==> src/rtl/kronos_types.sv <==
// Shared writeback types for the Kronos decode-stage register-write path.
package kronos_types;

   typedef struct packed {
      logic [4:0]  rd;
      logic [31:0] data;
   } wb_req_t;

   typedef enum logic [1:0] {
      WB_NONE,
      WB_EX,
      WB_LSU
   } wb_grant_e;

endpackage

==> src/rtl/kronos_scoreboard.sv <==
// Pending-write scoreboard: one busy bit per architectural register, with
// lock-over-clear priority and a sticky protocol error flag.
module kronos_scoreboard
   import kronos_types::*;
(
   input  logic        clk,
   input  logic        rst,
   input  logic        lock_en,
   input  logic [4:0]  lock_rd,
   input  logic        clr_en,
   input  logic [4:0]  clr_rd,
   output logic [31:0] busy,
   output logic        sb_err
);

   logic        lock_hit;
   logic        clr_hit;
   logic [31:0] set_mask;
   logic [31:0] clr_mask;
   logic [31:0] busy_nxt;
   logic        waw_err;
   logic        unlocked_err;

   // NOTE: every always_comb output gets a default first so no path leaves it unassigned (no latch).
   always_comb begin
      lock_hit     = lock_en && (lock_rd != 5'd0);
      clr_hit      = clr_en && (clr_rd != 5'd0);
      set_mask     = '0;
      clr_mask     = '0;
      if (lock_hit) set_mask[lock_rd] = 1'b1;
      if (clr_hit)  clr_mask[clr_rd]  = 1'b1;
      // Clear first, then set: a same-index lock survives the writeback.
      busy_nxt     = (busy & ~clr_mask) | set_mask;
      busy_nxt[0]  = 1'b0;
      waw_err      = lock_hit && busy[lock_rd] && !(clr_hit && (clr_rd == lock_rd));
      unlocked_err = clr_hit && !busy[clr_rd];
   end

   // NOTE: sequential state uses non-blocking assignments so all flops update together at the edge.
   always_ff @(posedge clk or posedge rst) begin
      if (rst) begin
         busy   <= '0;
         sb_err <= 1'b0;
      end else begin
         busy <= busy_nxt;
         if (waw_err || unlocked_err) sb_err <= 1'b1;
      end
   end

endmodule

==> src/rtl/kronos_wb_arbiter.sv <==
// Writeback arbiter owning the decode-stage register-file write port: LSU
// priority with an EX starvation limit, registered write, and hazard scoreboard.
module kronos_wb_arbiter
   import kronos_types::*;
#(
   parameter int unsigned STARVE_LIMIT = 3
) (
   input  logic        clk,
   input  logic        rst,
   input  logic        ex_vld,
   output logic        ex_rdy,
   input  logic [4:0]  ex_rd,
   input  logic [31:0] ex_data,
   input  logic        ls_vld,
   output logic        ls_rdy,
   input  logic [4:0]  ls_rd,
   input  logic [31:0] ls_data,
   input  logic        lock_en,
   input  logic [4:0]  lock_rd,
   output logic [31:0] busy,
   output logic        regwr_en,
   output logic [4:0]  regwr_sel,
   output logic [31:0] regwr_data,
   output logic        sb_err
);

   localparam int unsigned CNT_W = (STARVE_LIMIT < 1) ? 1 : $clog2(STARVE_LIMIT + 1);
   localparam logic [CNT_W-1:0] CNT_MAX = CNT_W'(STARVE_LIMIT);

   wb_grant_e        grant;
   wb_req_t          req;
   logic             gnt_vld;
   logic [CNT_W-1:0] starve_cnt;
   logic [CNT_W-1:0] starve_nxt;

   always_comb begin
      grant = WB_NONE;
      if (ex_vld && ls_vld) grant = (starve_cnt == CNT_MAX) ? WB_EX : WB_LSU;
      else if (ex_vld)      grant = WB_EX;
      else if (ls_vld)      grant = WB_LSU;

      ex_rdy  = (grant == WB_EX);
      ls_rdy  = (grant == WB_LSU);
      gnt_vld = (grant != WB_NONE);

      req = '{rd: ls_rd, data: ls_data};
      if (grant == WB_EX) req = '{rd: ex_rd, data: ex_data};

      // Counts only LSU wins that made a waiting EX request wait longer.
      starve_nxt = starve_cnt;
      if (!ex_vld || (grant == WB_EX))                      starve_nxt = '0;
      else if ((grant == WB_LSU) && (starve_cnt != CNT_MAX)) starve_nxt = starve_cnt + CNT_W'(1);
   end

   always_ff @(posedge clk or posedge rst) begin
      if (rst) begin
         starve_cnt <= '0;
         regwr_en   <= 1'b0;
         regwr_sel  <= '0;
         regwr_data <= '0;
      end else begin
         starve_cnt <= starve_nxt;
         regwr_en   <= gnt_vld && (req.rd != 5'd0);
         if (gnt_vld) begin
            regwr_sel  <= req.rd;
            regwr_data <= req.data;
         end
      end
   end

   kronos_scoreboard u_scoreboard (
      .clk     (clk),
      .rst     (rst),
      .lock_en (lock_en),
      .lock_rd (lock_rd),
      .clr_en  (gnt_vld),
      .clr_rd  (req.rd),
      .busy    (busy),
      .sb_err  (sb_err)
   );

endmodule

==> config.mk <==
export PLATFORM = sky130hd
export DESIGN_NAME = kronos_wb_arbiter
export DESIGN_NICKNAME = d
export VERILOG_FILES = /design/src/rtl/kronos_types.sv /design/src/rtl/kronos_scoreboard.sv /design/src/rtl/kronos_wb_arbiter.sv
export SDC_FILE = /design/constraint.sdc
export NUM_CORES = 1
export LEC_CHECK = 0
export CORE_MARGIN = 5
export CORE_UTILIZATION = 45
export DETAILED_ROUTE_END_ITERATION = 7
export PLACE_DENSITY = 0.86
export SETUP_SLACK_MARGIN = 0.02
export SYNTH_ARGS = -nofsm -noshare
export SYNTH_HDL_FRONTEND = slang
export SYNTH_SLANG_ARGS = --single-unit
==> constraint.sdc <==
create_clock -name clk -period 3.4 [get_ports clk]
set_input_delay 1.02 -clock clk [delete_from_list [all_inputs] [get_ports clk]]
set_output_delay 1.02 -clock clk [all_outputs]
set_load 0.01 [all_outputs]
==> results of run 1 <==
## cell type report
| class | count | area (sq um) |
|---|---|---|
| Sequential cell | 72 | 1802 |
| Fill cell | 693 | 2748 |
| Inverter | 6 | 22.52 |
| Tap cell | 108 | 135.1 |
| Clock inverter | 5 | 81.33 |
| Timing Repair Buffer | 180 | 1795 |
| Clock buffer | 10 | 137.6 |
| Multi-Input combinational cell | 343 | 2085 |
## cell families (layout without fill, tap and decap cells)
group                      Yosys count  count (layout)  share of synthesized area, %
buffers and inverters               42             201                         5.449
xor gates and xnor gates             6               6                         1.279
adders and majority gates            2               2                        0.6087
other                                1               1                       0.09124
AOI/OAI and AO/OA                  138             138                         21.28
DFF                                 72              72                         43.84
and+or+nand+nor                    172             172                         19.15
muxes                               24              24                         8.310
## report_power, final
part           internal (mW)  leakage (nW)  switching (mW)
logic                  0.530          1.49           0.423
registers               1.00         0.859           0.146
clock network          0.429         0.108           0.333
total                   1.96          2.45           0.902
## Yosys cell counts, types with 2 or more instances
master     n  area, sq um
a31oi_1   38        237.7
dfrtp_1   72         1802
or2_2      3        18.77
clkbuf_1  18        67.56
ha_1       2        25.02
buf_1      5        18.77
o22ai_1    2        12.51
buf_2      2        10.01
nand2_1   74        277.8
o41ai_1    5        43.79
nor4b_1    2        17.52
nand2b_1   5        31.28
o21ai_0   56        280.3
nor2b_1    9        56.30
buf_6      6        67.56
nand3_1    9        45.04
nand4_1    2        12.51
a32oi_1    3        26.28
mux2i_1   15        150.1
nor3_1     8        40.04
a21oi_1    9        45.04
buf_4      5        37.54
xor2_1     3        26.28
a211oi_1  11        82.58
o31ai_1    5        37.54
nor2_1    46        172.7
mux4_2     7        157.7
inv_1      5        18.77
xnor2_1    3        26.28
and2_1     5        31.28
nor3b_1    2        15.01
## worst min-delay path: stages (launching register included)
cell,delay [ps]
dfrtp_1,350
nor2_1,50
a21oi_1,110
## layer usage
layer  vias up  GRT usage, %
li1       1955             -
met1      2050         33.23
met2       236         42.35
met3        35         5.868
met4         0         10.64
met5         -             0
## flip-flops by register name, indices dropped and copies added (netlist names)
register and cells:
regwr_data 32, u_scoreboard.busy 31, regwr_sel 5, starve_cnt 2, regwr_en 1, u_scoreboard.sb_err 1
## worst paths after layout
kind | to | slack [ps] | cells after the start
setup / recovery | ls_rdy | 80 | 4
hold / removal | regwr_sel[3] | 550 | 2
setup reg to reg | u_scoreboard.sb_err | 690 | 10
hold reg to reg | regwr_sel[3] | 550 | 2
max in group asynchronous | u_scoreboard.busy[21] | 1670 | 3
min in group asynchronous | u_scoreboard.busy[8] | 1070 | 2
## what timing repair did
action,4_1_cts,5_1_grt
endpoints found under the setup margin,1,1
buffers inserted,0,0
pin swaps,0,0
hold buffers,0,0
cloned,0,0
resized for setup,1,1
==> impl_results.md, run 1 <==
- Status: complete, no violations
- Final layout net count: between 600 and 700
- Time the final worst path needs with I/O delays and setup: 3315 ps
- Number of top-level pins: about 160
- Effective utilization at floorplan: 46.68%
- CP most frequent cell: clkdlybuf4s50_1
- Total Die Area: about 11,000 sq um
- Synth Area per Inst: around 9 sq um
- Most used cells in the layout excluding fill and tap cells: clkdlybuf4s50_1 (154), nand2_1 (74), dfrtp_1 (72)
- Most common cell after layout, fill and taps aside: clkdlybuf4s50_1
- Cell chosen for the clock root: clkbuf_8
- Startpoint of the worst hold path: regwr_sel[3]
- Worst hold margin: around 550 ps
- Last weighted congestion value of the routability-driven placer: roughly 0.96
- Worst clock skew: 11.51 ps
- Unrepaired setup endpoints after global routing: false
- Crit path capture type: output port
- Wire length on met2: 7.016 mm
- WL met3: 1.225 mm
- Avg Vias per Cell: between 5 and 6
- Remaining global-route overflow: 0
- Primary flip-flop cell chosen by synthesis mapping: dfrtp_1
- Antenna fix cells: 0
- Peak supply drop: 257.5 uV
- Static Leakage: ~2.5 nW
- Number of buffers and inverters on the critical path: 3
- Routed Wire Length: around 14 mm
- Count of nets left with antenna violations after detail routing: 0
- Arrival @ worst endpoint: about 2300 ps
- Final worst setup slack: approximately 85 ps
- Hold Crit Class: reg2reg
- Number of placed cells counting well taps: between 700 and 800
- CP startpoint kind: primary input
- Area inside the core boundary: 8806 sq um
- Count of flip-flops with a built-in enable after synthesis: 0
- Post-layout utilization of the core: 68.80%
- Max-cap check violation count: 0
- Layout overhead on the synthesized area: 47.40%
- Crit path cell chain: clkdlybuf4s50_1 > buf_4 > and2_1 > clkdlybuf4s50_1
- Count of warnings emitted by yosys: 0
- Wirelength per Cell: between 15 and 20 microns
- Unique cell type count in the Yosys netlist: roughly 50
- Vias in the first global route: 4,347
- Minimum setup slack after placement: -32.45 ps
- Post-Route Setup TNS: 0 ps
- Cell with the biggest individual delay on the critical path: clkdlybuf4s50_1
- First-pass GRT wire length: 22.98 mm
- CTS sink cnt: a little over 70
- Reg-to-reg startpoint: starve_cnt[0]
- Clock-pin slew of the registers on the worst-case setup and hold paths: 80 ps
- DRC violations left: 0
- Number of port buffers: about 160
- Largest stage delay on the critical path: 530 ps
- Die height: approximately 110 microns
- Top routing layer in use: met4
- Critical path class: in2out
- # rows: 34
- Netlist area before placement: roughly 4000 sq um
- Total half-perimeter wirelength after legalization and detailed placement: around 11 mm
- Bufs on Longest Clock Path: 2
- Least-Margin Pin Slew: around 610 ps
- Slew margin rel.: 59.10%
- Initial drt markers: approximately 330
- Number of optimization iterations in the first detailed-route pass: 5
- Number of slew-limit violations in the final report: 0
- Antenna violations before repair: 0
- Maximum number of pins on one net before global-route repair: 75
- M1 wire length: roughly 5.7 mm
- Share of synthesized area occupied by flip-flops and latches: ~44%
- Share of synthesized registers carrying an async set or reset: 100.0%
- Pwr per Cell Area: between 400 and 500 nW/um^2
- Count of state elements after synthesis: 72
- Required time of the critical path: 2380 ps
- Category of cells accounting for the largest share of critical-path delay: buffers and inverters
- Net Count, Synth: between 500 and 600
- Count of final hold-check violations: 0
- Die Span X: between 100 and 150 microns
- Power, Total: between 2 and 3 mW
- Layout Cells excl Fill: just over 700
- Layout cells sized above 1: roughly 10%
- Critical path startpoint: ls_vld
- TritonCTS Buffers: 9
- Post-Layout Inst Area: just over 6000 sq um
- All-layer global routing usage: roughly 26%
- Final number of setup-violating endpoints: 0
- Number of cells produced by synthesis: ~460
- Placed standard-cell area: approximately 5800 sq um
- Clock tree from TritonCTS: done
- Clock latency of the later-clocked register in the worst-skew pair: between 300 and 400 ps
- Post-route fraction of the period consumed by the critical path: between 90% and 100%
- Vias post-DR: 4,276
- H-Tree Level Count: 3
- Achievable clock frequency: 0.3016 GHz
- Max FO, Critical Path: 5
(Power assumes the default switching activity.)
==> inputs of run 2 (changes only) <==
--- a/config.mk
+++ b/config.mk
@@ -9,7 +9,7 @@
 export CORE_UTILIZATION = 45
 export DETAILED_ROUTE_END_ITERATION = 7
 export PLACE_DENSITY = 0.86
-export SETUP_SLACK_MARGIN = 0.02
+export SETUP_SLACK_MARGIN = 0.1
 export SYNTH_ARGS = -nofsm -noshare
 export SYNTH_HDL_FRONTEND = slang
 export SYNTH_SLANG_ARGS = --single-unit
==> impl_results.md, run 2 (same netlist as run 1, synthesis figures left out) <==
- Status: complete, no violations
- # rows: 34
- Final number of setup-violating endpoints: 0
- Vias post-DR: 4,274
- Required time of the critical path: about 2400 ps
- Achievable clock frequency: approximately 0.31 GHz
- Max-cap check violation count: 0
- Unrepaired setup endpoints after global routing: false
- Critical path startpoint: ls_vld
- Category of cells accounting for the largest share of critical-path delay: buffers and inverters
- Hold Buf Count CTS: 0
- Internal Pwr Total: between 1.5 and 2 mW
- Flip-flop count of the largest register after layout: 32
- Least-Margin Pin Slew: ~610 ps
- Worst R2R Setup Slack: 690 ps
- Worst clock skew: roughly 11 ps
- Layout overhead on the synthesized area: 47.28%
- Clock tree from TritonCTS: done
- Count of nets left with antenna violations after detail routing: 0
- Total half-perimeter wirelength after legalization and detailed placement: ~11 mm
- Avg Vias per Cell: ~6
- H-Tree Level Count: 3
- Power, Total: 2.860 mW
- Minimum setup slack after placement: -32.45 ps
- Effective utilization at floorplan: 46.68%
- Area inside the core boundary: between 8000 and 9000 sq um
- Top register by number of flip-flops: regwr_data
- Die Span X: approximately 110 microns
- Pwr per Cell Area: about 470 nW/um^2
- Registers with the highest flip-flop counts: regwr_data: 32 flops, u_scoreboard.busy: 31 flops, regwr_sel: 5 flops
- Post-layout utilization of the core: between 60% and 70%
- Largest stage delay on the critical path: between 400 and 500 ps
- Number of buffers and inverters on the critical path: 3
- Max FO, Critical Path: 2
- Number of cell instances on the worst register-to-register path: 10
- Crit path cell chain: clkdlybuf4s50_1 > a21bo_4 > nand2_8 > inv_2 > dlygate4sd2_1
- Maximum number of pins on one net before global-route repair: between 70 and 80
- Number of optimization iterations in the first detailed-route pass: 6
- Grt peak-use layer: met2
- Remaining global-route overflow: 0
- Cell chosen for the clock root: clkbuf_8
- Slew margin rel.: 59.10%
- Met1 routing resource usage after global routing: around 33%
- Antenna fix cells: 0
- Switching Power: between 0.9 and 1 mW
- Antenna violations before repair: 0
- Total Die Area: roughly 11,000 sq um
- Layout cells sized above 1: 9.740%
- Gate power share: 33.3%
- Initial drt markers: ~340
- Most common cell after layout, fill and taps aside: clkdlybuf4s50_1
- Worst hold margin: around 550 ps
- Critical path class: in2out
- Reg-to-reg startpoint: starve_cnt[0]
- Peak supply drop: ~260 uV
- Final layout net count: 698
- Bufs on Longest Clock Path: 2
- Relative contribution of sequential cells to total power: 40.1%
- Crit path capture type: output port
- Clock-pin slew of the registers on the worst-case setup and hold paths: 80 ps
- All-layer global routing usage: 25.86%
- Met2 track demand over resource in global routing: a little over two fifths
- Count of final hold-check violations: 0
- Die height: 105.6 microns
- Wirelength per Cell: between 15 and 20 microns
- Time the final worst path needs with I/O delays and setup: roughly 3200 ps
- DRC violations left: 0
- Clock latency of the later-clocked register in the worst-skew pair: 350 ps
- Switching share of power: between 30% and 40%
- Number of port buffers: around 160
- Post-Layout Inst Area: 6053 sq um
- Final worst setup slack: approximately 220 ps
- CP startpoint kind: primary input
- Hold Crit Class: reg2reg
- First-pass GRT wire length: between 20 and 25 mm
- Routed Wire Length: approximately 14 mm
- Most used cells in the layout excluding fill and tap cells: clkdlybuf4s50_1 (153), nand2_1 (74), dfrtp_1 (72)
- CTS sink cnt: a little over 70
- GR Layer Usage met3: 5.868%
- Post-route fraction of the period consumed by the critical path: between 90% and 100%
- Arrival @ worst endpoint: approximately 2200 ps
- Number of slew-limit violations in the final report: 0
- Placed standard-cell area: between 5000 and 6000 sq um
- Endpoint of the most critical setup path: ex_rdy
- Critical path depth: 5
- Number of top-level pins: approximately 160
- Cell with the biggest individual delay on the critical path: clkdlybuf4s50_1
- TritonCTS Buffers: 9
- Vias in the first global route: between 4,000 and 5,000
- RR Endpoint: u_scoreboard.sb_err
- Clock network fraction of total power: between 20% and 30%
- Last weighted congestion value of the routability-driven placer: ~0.96
- Static Leakage: between 2 and 2.5 nW
run 2: cell types whose count changed in the layout (fill, tap and decap cells not counted), sizes merged:
cell           previous run  this run
clkdlybuf4s50           154       153
dlygate4sd2               0         2
dlymetal6s2s              1         0
run 2: layer usage:
metal / vias to the layer above / share of wire (%)
met4: 0 / 2.9
met5: - / 0
met2: 240 / 49
met3: 35 / 8.7
li1: 1953 / -
met1: 2046 / 40
run 2: worst reg2reg max path, stage by stage (launching register included):
cell and delay [ps]:
dfrtp_1 420, ha_1 320, a21bo_4 280, nand2_8 70
buf_4 350, a22o_1 330, buf_12 170, a211oi_1 50
a211oi_1 330, nor4_1 110, a31o_1 180
run 2: area by class of cell:
cell class                      count  area, sq um
Fill cell                         694         2753
Multi-Input combinational cell    343         2085
Sequential cell                    72         1802
Timing Repair Buffer              180         1790
Clock buffer                       10        137.6
Tap cell                          108        135.1
Clock inverter                      5        81.33
Inverter                            6        22.52
run 2: what timing repair did:
action | 4_1_cts | 5_1_grt
buffers inserted | 0 | 0
setup endpoints to repair | 2 | 0
resized for setup | 3 | 0
run 2: worst min-delay path by stage:
stage,to,cells past startpoint,slack (ps),startpoint
after floorplan,starve_cnt[1],2,550,starve_cnt[1]
after global placement,regwr_sel[4],2,510,regwr_sel[4]
after detailed placement,regwr_sel[2],2,520,regwr_sel[2]
after CTS,regwr_sel[3],2,550,regwr_sel[3]
after global routing,regwr_data[19],2,570,regwr_data[19]
final,regwr_sel[3],2,550,regwr_sel[3]
run 2: stage by stage:
step	std cells	setup TNS, ps
after floorplan	457	0
after global placement	709	-21.86
after detailed placement	709	-32.45
after CTS	724	0
after global routing	724	0
final	724	0
run 2: power by group through the flow:
stage / sequential [mW] / combinational, mW / clock (mW)
2_1_floorplan: 1.19 / 0.356 / 0
5_1_grt: 1.17 / 1.02 / 0.807
6_report: 1.15 / 0.952 / 0.760
4_1_cts: 1.14 / 0.951 / 0.768
3_3_place_gp: 1.15 / 0.926 / 0
3_5_place_dp: 1.16 / 0.943 / 0
